File: src/rtl/lru_tracker_pkg.sv
// Shared types and helpers for the move-to-front LRU tracker.
package lru_tracker_pkg;

  // Upper bounds for the result bundle; real widths are sliced out in the top.
  localparam int unsigned LruMaxIdxW  = 16;
  localparam int unsigned LruMaxDataW = 64;

  // Index width for a given depth; never narrower than one bit.
  function automatic int unsigned idx_w(input int unsigned depth);
    return (depth > 1) ? $clog2(depth) : 1;
  endfunction

  // Per-lookup outcome registered for one cycle.
  typedef struct packed {
    logic                   hit;
    logic [LruMaxIdxW-1:0]  idx;
    logic                   evict_valid;
    logic [LruMaxDataW-1:0] evict_data;
  } lru_result_t;

endpackage

File: src/rtl/lru_match_unit.sv
// Combinational lookup: lowest matching valid slot and the shift mask it implies.
module lru_match_unit
  import lru_tracker_pkg::*;
#(
  parameter int unsigned DATA_W = 8,
  parameter int unsigned DEPTH  = 4,
  parameter int unsigned IDX_W  = idx_w(DEPTH)
) (
  input  logic [DATA_W-1:0]       data_i,
  input  logic [DEPTH*DATA_W-1:0] buf_data_i,
  input  logic [DEPTH-1:0]        buf_valid_i,
  output logic                    hit_o,
  output logic [IDX_W-1:0]        k_o,
  output logic [DEPTH-1:0]        shift_mask_o
);

  logic [DEPTH-1:0] onehot;

  // Scan from the top down so the lowest matching slot wins.
  always_comb begin
    hit_o = 1'b0;
    k_o   = '0;
    for (int i = int'(DEPTH) - 1; i >= 0; i--) begin
      if (buf_valid_i[i] && (buf_data_i[i*DATA_W +: DATA_W] == data_i)) begin
        hit_o = 1'b1;
        k_o   = IDX_W'(unsigned'(i));
      end
    end
  end

  // Slots 0..k move on a hit; every slot moves on a miss.
  always_comb begin
    onehot       = DEPTH'(1) << k_o;
    shift_mask_o = hit_o ? (onehot | (onehot - DEPTH'(1))) : '1;
  end

endmodule

File: src/rtl/lru_tracker.sv
// Move-to-front buffer of the DEPTH most recent distinct values.
// Optional hit/miss counters are built when LRU_TRACKER_STATS_EN is defined.
module lru_tracker
  import lru_tracker_pkg::*;
#(
  parameter int unsigned DATA_W = 8,
  parameter int unsigned DEPTH  = 4,
  localparam int unsigned IDX_W = idx_w(DEPTH),
  localparam int unsigned CNT_W = $clog2(DEPTH + 1)
) (
  input  logic                    clk_in,
  input  logic                    reset_n_in,
  input  logic                    in_valid,
  output logic                    in_ready,
  input  logic [DATA_W-1:0]       data_in,
  input  logic                    flush_in,
  output logic                    res_valid,
  output logic                    res_hit,
  output logic [IDX_W-1:0]        res_idx,
  output logic                    evict_valid,
  output logic [DATA_W-1:0]       evict_data,
  output logic [DEPTH*DATA_W-1:0] buf_data,
  output logic [DEPTH-1:0]        buf_valid,
  output logic [CNT_W-1:0]        occupancy
`ifdef LRU_TRACKER_STATS_EN
  ,
  input  logic                    stats_clr_in,
  output logic [31:0]             hit_cnt,
  output logic [31:0]             miss_cnt
`endif
);

  logic                    s1_valid_q, s1_valid_d;
  logic [DATA_W-1:0]       s1_data_q, s1_data_d;
  logic [DEPTH*DATA_W-1:0] buf_data_q, buf_data_d;
  logic [DEPTH-1:0]        buf_valid_q, buf_valid_d;
  logic [CNT_W-1:0]        occupancy_q, occupancy_d;
  logic                    res_valid_q, res_valid_d;
  lru_result_t             res_q, res_d;

  logic                    hit;
  logic [IDX_W-1:0]        k;
  logic [DEPTH-1:0]        shift_mask;
  logic                    result_fire;

  assign in_ready    = !flush_in;
  // A flush swallows whatever is in stage 1.
  assign result_fire = s1_valid_q && !flush_in;

  lru_match_unit #(
    .DATA_W (DATA_W),
    .DEPTH  (DEPTH),
    .IDX_W  (IDX_W)
  ) u_match (
    .data_i       (s1_data_q),
    .buf_data_i   (buf_data_q),
    .buf_valid_i  (buf_valid_q),
    .hit_o        (hit),
    .k_o          (k),
    .shift_mask_o (shift_mask)
  );

  // Next-state for stage 1, the buffer, occupancy and the result bundle.
  always_comb begin
    s1_valid_d  = in_valid && in_ready;
    s1_data_d   = (in_valid && in_ready) ? data_in : s1_data_q;
    buf_data_d  = buf_data_q;
    buf_valid_d = buf_valid_q;
    occupancy_d = occupancy_q;
    res_valid_d = 1'b0;
    res_d       = '0;

    if (flush_in) begin
      // Contents are left in place; only the valid bits drop.
      buf_valid_d = '0;
      occupancy_d = '0;
    end else if (s1_valid_q) begin
      buf_data_d[DATA_W-1:0] = s1_data_q;
      buf_valid_d[0]         = 1'b1;
      for (int i = 1; i < int'(DEPTH); i++) begin
        if (shift_mask[i]) begin
          buf_data_d[i*DATA_W +: DATA_W] = buf_data_q[(i-1)*DATA_W +: DATA_W];
          buf_valid_d[i]                 = buf_valid_q[i-1];
        end
      end

      res_valid_d = 1'b1;
      res_d.hit   = hit;
      res_d.idx   = hit ? LruMaxIdxW'(k) : '0;
      if (!hit) begin
        if (buf_valid_q[DEPTH-1]) begin
          res_d.evict_valid = 1'b1;
          res_d.evict_data  = LruMaxDataW'(buf_data_q[(DEPTH-1)*DATA_W +: DATA_W]);
        end else begin
          occupancy_d = occupancy_q + CNT_W'(1);
        end
      end
    end
  end

  // All tracker state, cleared asynchronously.
  always_ff @(posedge clk_in or negedge reset_n_in) begin
    if (!reset_n_in) begin
      s1_valid_q  <= 1'b0;
      s1_data_q   <= '0;
      buf_data_q  <= '0;
      buf_valid_q <= '0;
      occupancy_q <= '0;
      res_valid_q <= 1'b0;
      res_q       <= '0;
    end else begin
      s1_valid_q  <= s1_valid_d;
      s1_data_q   <= s1_data_d;
      buf_data_q  <= buf_data_d;
      buf_valid_q <= buf_valid_d;
      occupancy_q <= occupancy_d;
      res_valid_q <= res_valid_d;
      res_q       <= res_d;
    end
  end

  assign res_valid   = res_valid_q;
  assign res_hit     = res_q.hit;
  assign res_idx     = res_q.idx[IDX_W-1:0];
  assign evict_valid = res_q.evict_valid;
  assign evict_data  = res_q.evict_data[DATA_W-1:0];
  assign buf_data    = buf_data_q;
  assign buf_valid   = buf_valid_q;
  assign occupancy   = occupancy_q;

  // Padding bits of the result bundle are constant zero and intentionally unread.
  logic unused_res_bits;
  assign unused_res_bits = ^res_q;

`ifdef LRU_TRACKER_STATS_EN
  logic [31:0] hit_cnt_q, hit_cnt_d;
  logic [31:0] miss_cnt_q, miss_cnt_d;

  // Saturating hit/miss counters; flush does not touch them.
  always_comb begin
    hit_cnt_d  = hit_cnt_q;
    miss_cnt_d = miss_cnt_q;
    if (stats_clr_in) begin
      hit_cnt_d  = '0;
      miss_cnt_d = '0;
    end else if (result_fire) begin
      if (hit) begin
        if (hit_cnt_q != '1) hit_cnt_d = hit_cnt_q + 32'd1;
      end else begin
        if (miss_cnt_q != '1) miss_cnt_d = miss_cnt_q + 32'd1;
      end
    end
  end

  // Counter registers.
  always_ff @(posedge clk_in or negedge reset_n_in) begin
    if (!reset_n_in) begin
      hit_cnt_q  <= '0;
      miss_cnt_q <= '0;
    end else begin
      hit_cnt_q  <= hit_cnt_d;
      miss_cnt_q <= miss_cnt_d;
    end
  end

  assign hit_cnt  = hit_cnt_q;
  assign miss_cnt = miss_cnt_q;
`endif

endmodule

File: config.mk
export PLATFORM = sky130hd
export DESIGN_NAME = lru_tracker
export DESIGN_NICKNAME = d
export VERILOG_FILES = /design/src/rtl/lru_tracker_pkg.sv /design/src/rtl/lru_match_unit.sv /design/src/rtl/lru_tracker.sv
export SDC_FILE = /design/constraint.sdc
export NUM_CORES = 1
export LEC_CHECK = 0
export CAP_MARGIN = 20
export CELL_PAD_IN_SITES_DETAIL_PLACEMENT = 0
export CELL_PAD_IN_SITES_GLOBAL_PLACEMENT = 1
export CORE_UTILIZATION = 43
export DETAILED_ROUTE_END_ITERATION = 12
export PLACE_DENSITY = 0.95
export SLEW_MARGIN = 20
export SYNTH_ARGS = -nofsm -noshare
export SYNTH_HDL_FRONTEND = slang
export SYNTH_SLANG_ARGS = --single-unit
File: constraint.sdc
create_clock -name clk_in -period 3.4 [get_ports clk_in]
set_input_delay 0.34 -clock clk_in [delete_from_list [all_inputs] [get_ports clk_in]]
set_output_delay 0.34 -clock clk_in [all_outputs]
set_load 0.01 [all_outputs]
==> results.ini, run 1 <==
[yosys]
yosysUniqueCellTypes=33
synth.cell_area_um2=2830
synth_top_family_by_area=multiplexers
synth_simple_gate_area_share_pct=14.5
synth_cells=224
ys_ff_latch=61
syn_avg_cell_area_um2=12.6
synth_fa_ha_area_share_pct=0.442
synth_xor_area_share_pct=9.91
yosysWarnings=0
synth_nets=237
yosys-top-cells-area=dfrtp_1, mux2_2, xnor2_1
synth-compound-area-share_pct=2.48
synth_top_area_share_pct=54.0
synth_area_leader_cell=dfrtp_1
synth_mux_area_share_pct=14.9
synth-seq-area-share_pct=54.0

[route]
drt-pass1-iter-count=4
routedWlPerCell_um=14.9
detail-route-antenna-nets=0
remaining_drc_errors=0
drt_iter0_drc=52
via_per_inst=5.08
wl_um=5530
vias=1878

[floorplanning]
pin_count=65
dieArea_um2=6910
fp.dieW_um=83.1
core_um2=6350
rows=29
initial_core_util_pct=44.6
die_h_um=83.1

[power_and_ir_drop]
p_seq_share_pct=44.5
p_total_mw=2.46
comb_power_share_pct=30.9
p_per_area_nw_per_um2=672
switching_power_uw=751
vdd_drop_max_uv=390
leakage_nw=1.55
cellInternalPower_mw=1.71
swShare_pct=30.6
power_frac_clock_pct=24.6

[sta]
final.setup.tns_ns=0
skew_ns=0.00870
worst_hold_slack_ns=0.142
tightest_slew_ns=0.925
rsz0062_at_grt=no
hold_viol=0
setup_viol=0
finalCritPeriodShare_pct=64.5
slew_viol_final=0
fmax_mhz=456
slew_headroom_pct=38.3
final.min_clock_period_ns=2.19
setup_ws_ns=1.21

[cts]
htreeDepth=3
cts_tree=built
postCtsHoldBufs=0
postCtsSetupBuffers=0
clock_sinks=61
clk_pin_slew_ns=0.06
numCtsBuffers=9
cts_resized=0
cts_root_buffer=clkbuf_8
cts_buffer_depth=2
clk_latency_ns=0.34

[critical_path]
worstSetupStartpointType=input port
r2r_slack_ns=1.22
crit_fanout=12
critical_path_required_ns=3.62
worstSetupPathType=in -> reg
cp_data_arrival_time_ns=2.41
reg2reg_depth=5
rr_endpoint=buf_data[30]
cp-end-kind=flip-flop
r2r_start=s1_data_q[2]

[grt]
grt_pass1_vias=1807
antenna_found_initial=0
grt_overflow_total=0
grt_max_degree=43
grt_pass1_wl_um=9270
grt_usage_pct=17.6

[place]
place_congestion=0.783
dpl-instance-area_um2=3470
io_buffer_count=64
pre_cts_ws_ns=0.844
dp.cells=356
dp_hpwl_um=4210

[layout]
fin_util_pct=57.6
final-seq-area_um2=1530
stdcell_count=370
num-fill-cells=524
fin_nets=303
layout-drive-gt1-share_pct=19.8
antennaDiodeCount=0
fin_area_um2=3650
multiInputGateArea_um2=1200
synthToLayoutAreaGrowth_pct=29.2

[outcome]
status=finished, final reports clean

[flow_run]
maxCapViolations=0

[worst_hold_path]
hold_class=in -> async

cell usage in the layout (no fill, tap or decap), types with 4 or more instances in the layout:
| master | count |
|---|---|
| nor2b_1 | 4 |
| and2_1 | 8 |
| dfrtp_1 | 61 |
| mux2_2 | 32 |
| clkdlybuf4s50_1 | 63 |
| nor2_1 | 7 |
| nand2_1 | 33 |
| mux2i_1 | 4 |
| nor3_1 | 4 |
| xnor2_1 | 32 |
| clkbuf_8 | 10 |
sequential cells by signal (all words and copies together), names as in the netlist:
register / count
buf_data: 32
buf_valid: 4
evict_valid: 1
evict_data: 8
res_hit: 1
res_valid: 1
s1_data_q: 8
res_idx: 2
s1_valid_q: 1
occupancy: 3
Yosys cell counts:
cell type,number
nor3_4,3
clkinv_2,1
nor2_4,1
inv_2,1
or3_1,1
nor3_1,4
mux2_1,2
nor2_1,7
nand2_2,1
ha_1,1
buf_6,6
nand2b_1,1
nand4_1,3
nor2b_1,4
nand4_2,1
nand3_2,1
nor4b_1,1
clkbuf_1,1
mux2i_1,4
and2_1,8
inv_1,1
o31ai_1,1
nand2_1,33
nand3_1,3
xnor2_1,32
buf_4,3
o31ai_4,2
mux2_2,32
nor4_4,1
a21oi_1,1
a31oi_1,1
o311ai_1,1
dfrtp_1,61
critical path, stage by stage:
cell and delay [ns]:
clkdlybuf4s50_1 0.54, inv_2 0.19, nand2_2 0.17, clkinv_2 0.18, o31ai_4 0.20, nor3_4 0.40, mux2_2 0.38
layout make-up:
class	instances	area share, %
Sequential cell	61	41.8
Multi-Input combinational cell	150	32.7
Timing Repair Buffer	65	17.6
Clock buffer	12	3.97
Tap cell	77	2.64
Clock inverter	2	0.959
Inverter	3	0.342
power groups by stage:
stage | logic, mW | registers (mW) | clock network [mW]
finish | 0.759 | 1.09 | 0.604
global route | 0.813 | 1.12 | 0.647
CTS | 0.773 | 1.10 | 0.618
detailed placement | 0.769 | 1.11 | 0
global placement | 0.750 | 1.11 | 0
floorplan | 0.401 | 1.09 | 0
kinds of logic (layout without fill, tap and decap cells):
family	Yosys count	count (layout)
adders and majority gates	1	1
xor gates and xnor gates	32	32
AOI/OAI and AO/OA	6	6
and+or+nand+nor	73	73
DFF	61	61
buffers and inverters	13	82
muxes	38	38
worst max-delay path by stage:
stage | start | to | slack [ns] | depth (start not counted)
global route | s1_data_q[5] | buf_data[29] | 1.05 | 5
CTS | s1_data_q[2] | buf_data[29] | 1.20 | 5
finish | flush_in | buf_data[30] | 1.21 | 7
detailed placement | flush_in | buf_data[30] | 0.84 | 7
floorplan | s1_data_q[2] | buf_data[10] | 1.57 | 6
global placement | flush_in | buf_data[30] | 0.92 | 7
routing by layer:
| metal | routed length (µm) | global-route usage (%) |
|---|---|---|
| met1 | 2420 | 22.8 |
| met2 | 2730 | 27.6 |
| met3 | 254 | 3.78 |
| met4 | 123 | 9.87 |
| met5 | 0 | 0 |
(Power assumes the default switching activity.)
==> run 2, diff against run 1 <==
- CORE_UTILIZATION: 43 -> 40
- PLACE_DENSITY: 0.95 -> 0.9
- clock period: 3.4 -> 2.1 ns (I/O delays scaled with it)
==> run 2 against run 1 <==
Compared with the run above:
- setup slack lost 1.1 ns
- routed wire length is 4.5% higher
- largest cell class unchanged
- design area up 4.7%
==> results.ini, run 2 (same netlist as run 1, synthesis figures left out) <==
[outcome]
status=finished, final reports clean

[floorplanning]
die_h_um=86.1
fp.dieW_um=86.1
rows=30
pin_count=65
core_um2=6790
dieArea_um2=7410
initial_core_util_pct=41.6

[layout]
antennaDiodeCount=0
num-fill-cells=575
multiInputGateArea_um2=1200
fin_util_pct=56.3
final-seq-area_um2=1530
largest_reg_flops=32
synthToLayoutAreaGrowth_pct=35.3
fin_nets=315
layout_common_cells=clkdlybuf4s50_1, dfrtp_1, nand2_1
final_common_cell=clkdlybuf4s50_1
layout-drive-gt1-share_pct=23.8

[power_and_ir_drop]
comb_power_share_pct=30.1
swShare_pct=30.6
power_frac_clock_pct=27.9
p_seq_share_pct=42.1
cellInternalPower_mw=2.91
leakage_nw=1.63
p_per_area_nw_per_um2=1100
vdd_drop_max_uv=544
switching_power_mw=1.28

[critical_path]
worstSetupStartpointType=flip-flop
crit_start=s1_data_q[3]
r2r_slack_ns=0.08
rr_endpoint=occupancy[0]
reg2reg_depth=6
cp_cell_sequence=xnor2_1 -> nand4_2 -> buf_4 -> o31ai_1 -> nor3_1 -> mux2_1
worst_path_max_delay_cell=dfrtp_1
r2r_start=s1_data_q[3]
worstSetupPathType=reg -> reg
crit_fanout=6
critical_path_required_ns=2.32
critical-path-max-stage-delay_ns=0.49
cp-end-kind=flip-flop
setup.worst_path.end=occupancy[0]
cp_data_arrival_time_ns=2.24

[cts]
cts_resized=0
clk_pin_slew_ns=0.07
cts_buffer_depth=2
clock_sinks=61
htreeDepth=3
numCtsBuffers=9
cts_root_buffer=clkbuf_8
clk_latency_ns=0.35
cts_tree=built

[sta]
final.setup.tns_ns=0
setup_ws_ns=0.0844
finalCritPeriodShare_pct=96.0
final.min_clock_period_ns=2.02
tightest_slew_ns=0.524
slew_headroom_pct=64.5
setup_viol=0
fmax_mhz=496
hold_viol=0
slew_viol_final=0
worst_hold_slack_ns=0.393
skew_ns=0.00772

[route]
via_per_inst=4.72
detail-route-antenna-nets=0
remaining_drc_errors=0
routedWlPerCell_um=14.3
vias=1901
drt-pass1-iter-count=4
drt_iter0_drc=95
wl_um=5780

[place]
place_congestion=0.757
io_buffer_count=64
dp_hpwl_um=4330
pre_cts_ws_ns=0.0218

[worst_hold_path]
hold_class=in -> async

[grt]
grt_pass1_vias=1920
grt_overflow_total=0
grt_usage_pct=17.5
grt_pass1_wl_um=9500
grt_max_degree=62
antenna_found_initial=0

[flow_run]
maxCapViolations=0

## run 2: cell count changes in the layout (fill, tap and decap cells not counted), sizes merged
cell | previous run | this run
buf | 2 | 13
clkbuf | 12 | 10
clkinv | 2 | 4
bufinv | 1 | 2
clkinvlp | 0 | 1
dlygate4sd3 | 0 | 1
## run 2: per-layer routing
metal | wire, µm | global-route usage (%)
met1 | 2650 | 22.3
met2 | 2780 | 27.9
met3 | 276 | 3.95
met4 | 74 | 9.24
met5 | 0 | 0
## run 2: worst min-delay path by stage
stage                    start           end  slack, ns
detailed placement  reset_n_in  occupancy[0]       0.24
CTS                 reset_n_in  occupancy[0]       0.41
global route        reset_n_in  s1_data_q[5]       0.44
finish              reset_n_in  occupancy[0]       0.39
global placement    reset_n_in  occupancy[2]       0.24
floorplan           reset_n_in   buf_data[0]      -0.09
## run 2: repair_timing
item / in CTS / in global routing
hold buffers: 1 / 0
buffers inserted: 0 / 1
endpoints found under the setup margin: 8 / 8
pin swaps: 1 / 1
endpoints found under the hold margin: 61 / 0
## run 2: area by class of cell
cell class	count	share of cell area, %
sequential	61	39.9
multi-input combinational	150	31.3
timing repair buffer	77	19.5
clock buffer	10	3.60
tap	96	3.14
clock inverter	6	2.26
inverter	3	0.327
## run 2: critical path, delay by kind of cell, from the launching register on
kind	cells	cell delay, ns
AOI/OAI and AO/OA	1	0.29
muxes	1	0.34
buffers and inverters	1	0.19
xor gates and xnor gates	1	0.26
DFF	1	0.49
and+or+nand+nor	2	0.32
## run 2: power groups by stage
stage | Clock (mW) | Sequential [mW] | Combinational [mW]
after floorplan | 0 | 1.77 | 0.649
after global routing | 1.24 | 1.82 | 1.36
after global placement | 0 | 1.78 | 1.25
final | 1.17 | 1.76 | 1.26
after CTS | 1.19 | 1.77 | 1.28
after detailed placement | 0 | 1.79 | 1.27
## run 2: metrics by stage
step           area (µm²)  total power [mW]  std cells
4_1_cts              3820              4.23        402
5_1_grt              3830              4.42        403
3_5_place_dp         3590              3.06        385
2_1_floorplan        2830              2.42        224
6_report             3830              4.19        403
3_3_place_gp         3590              3.03        385
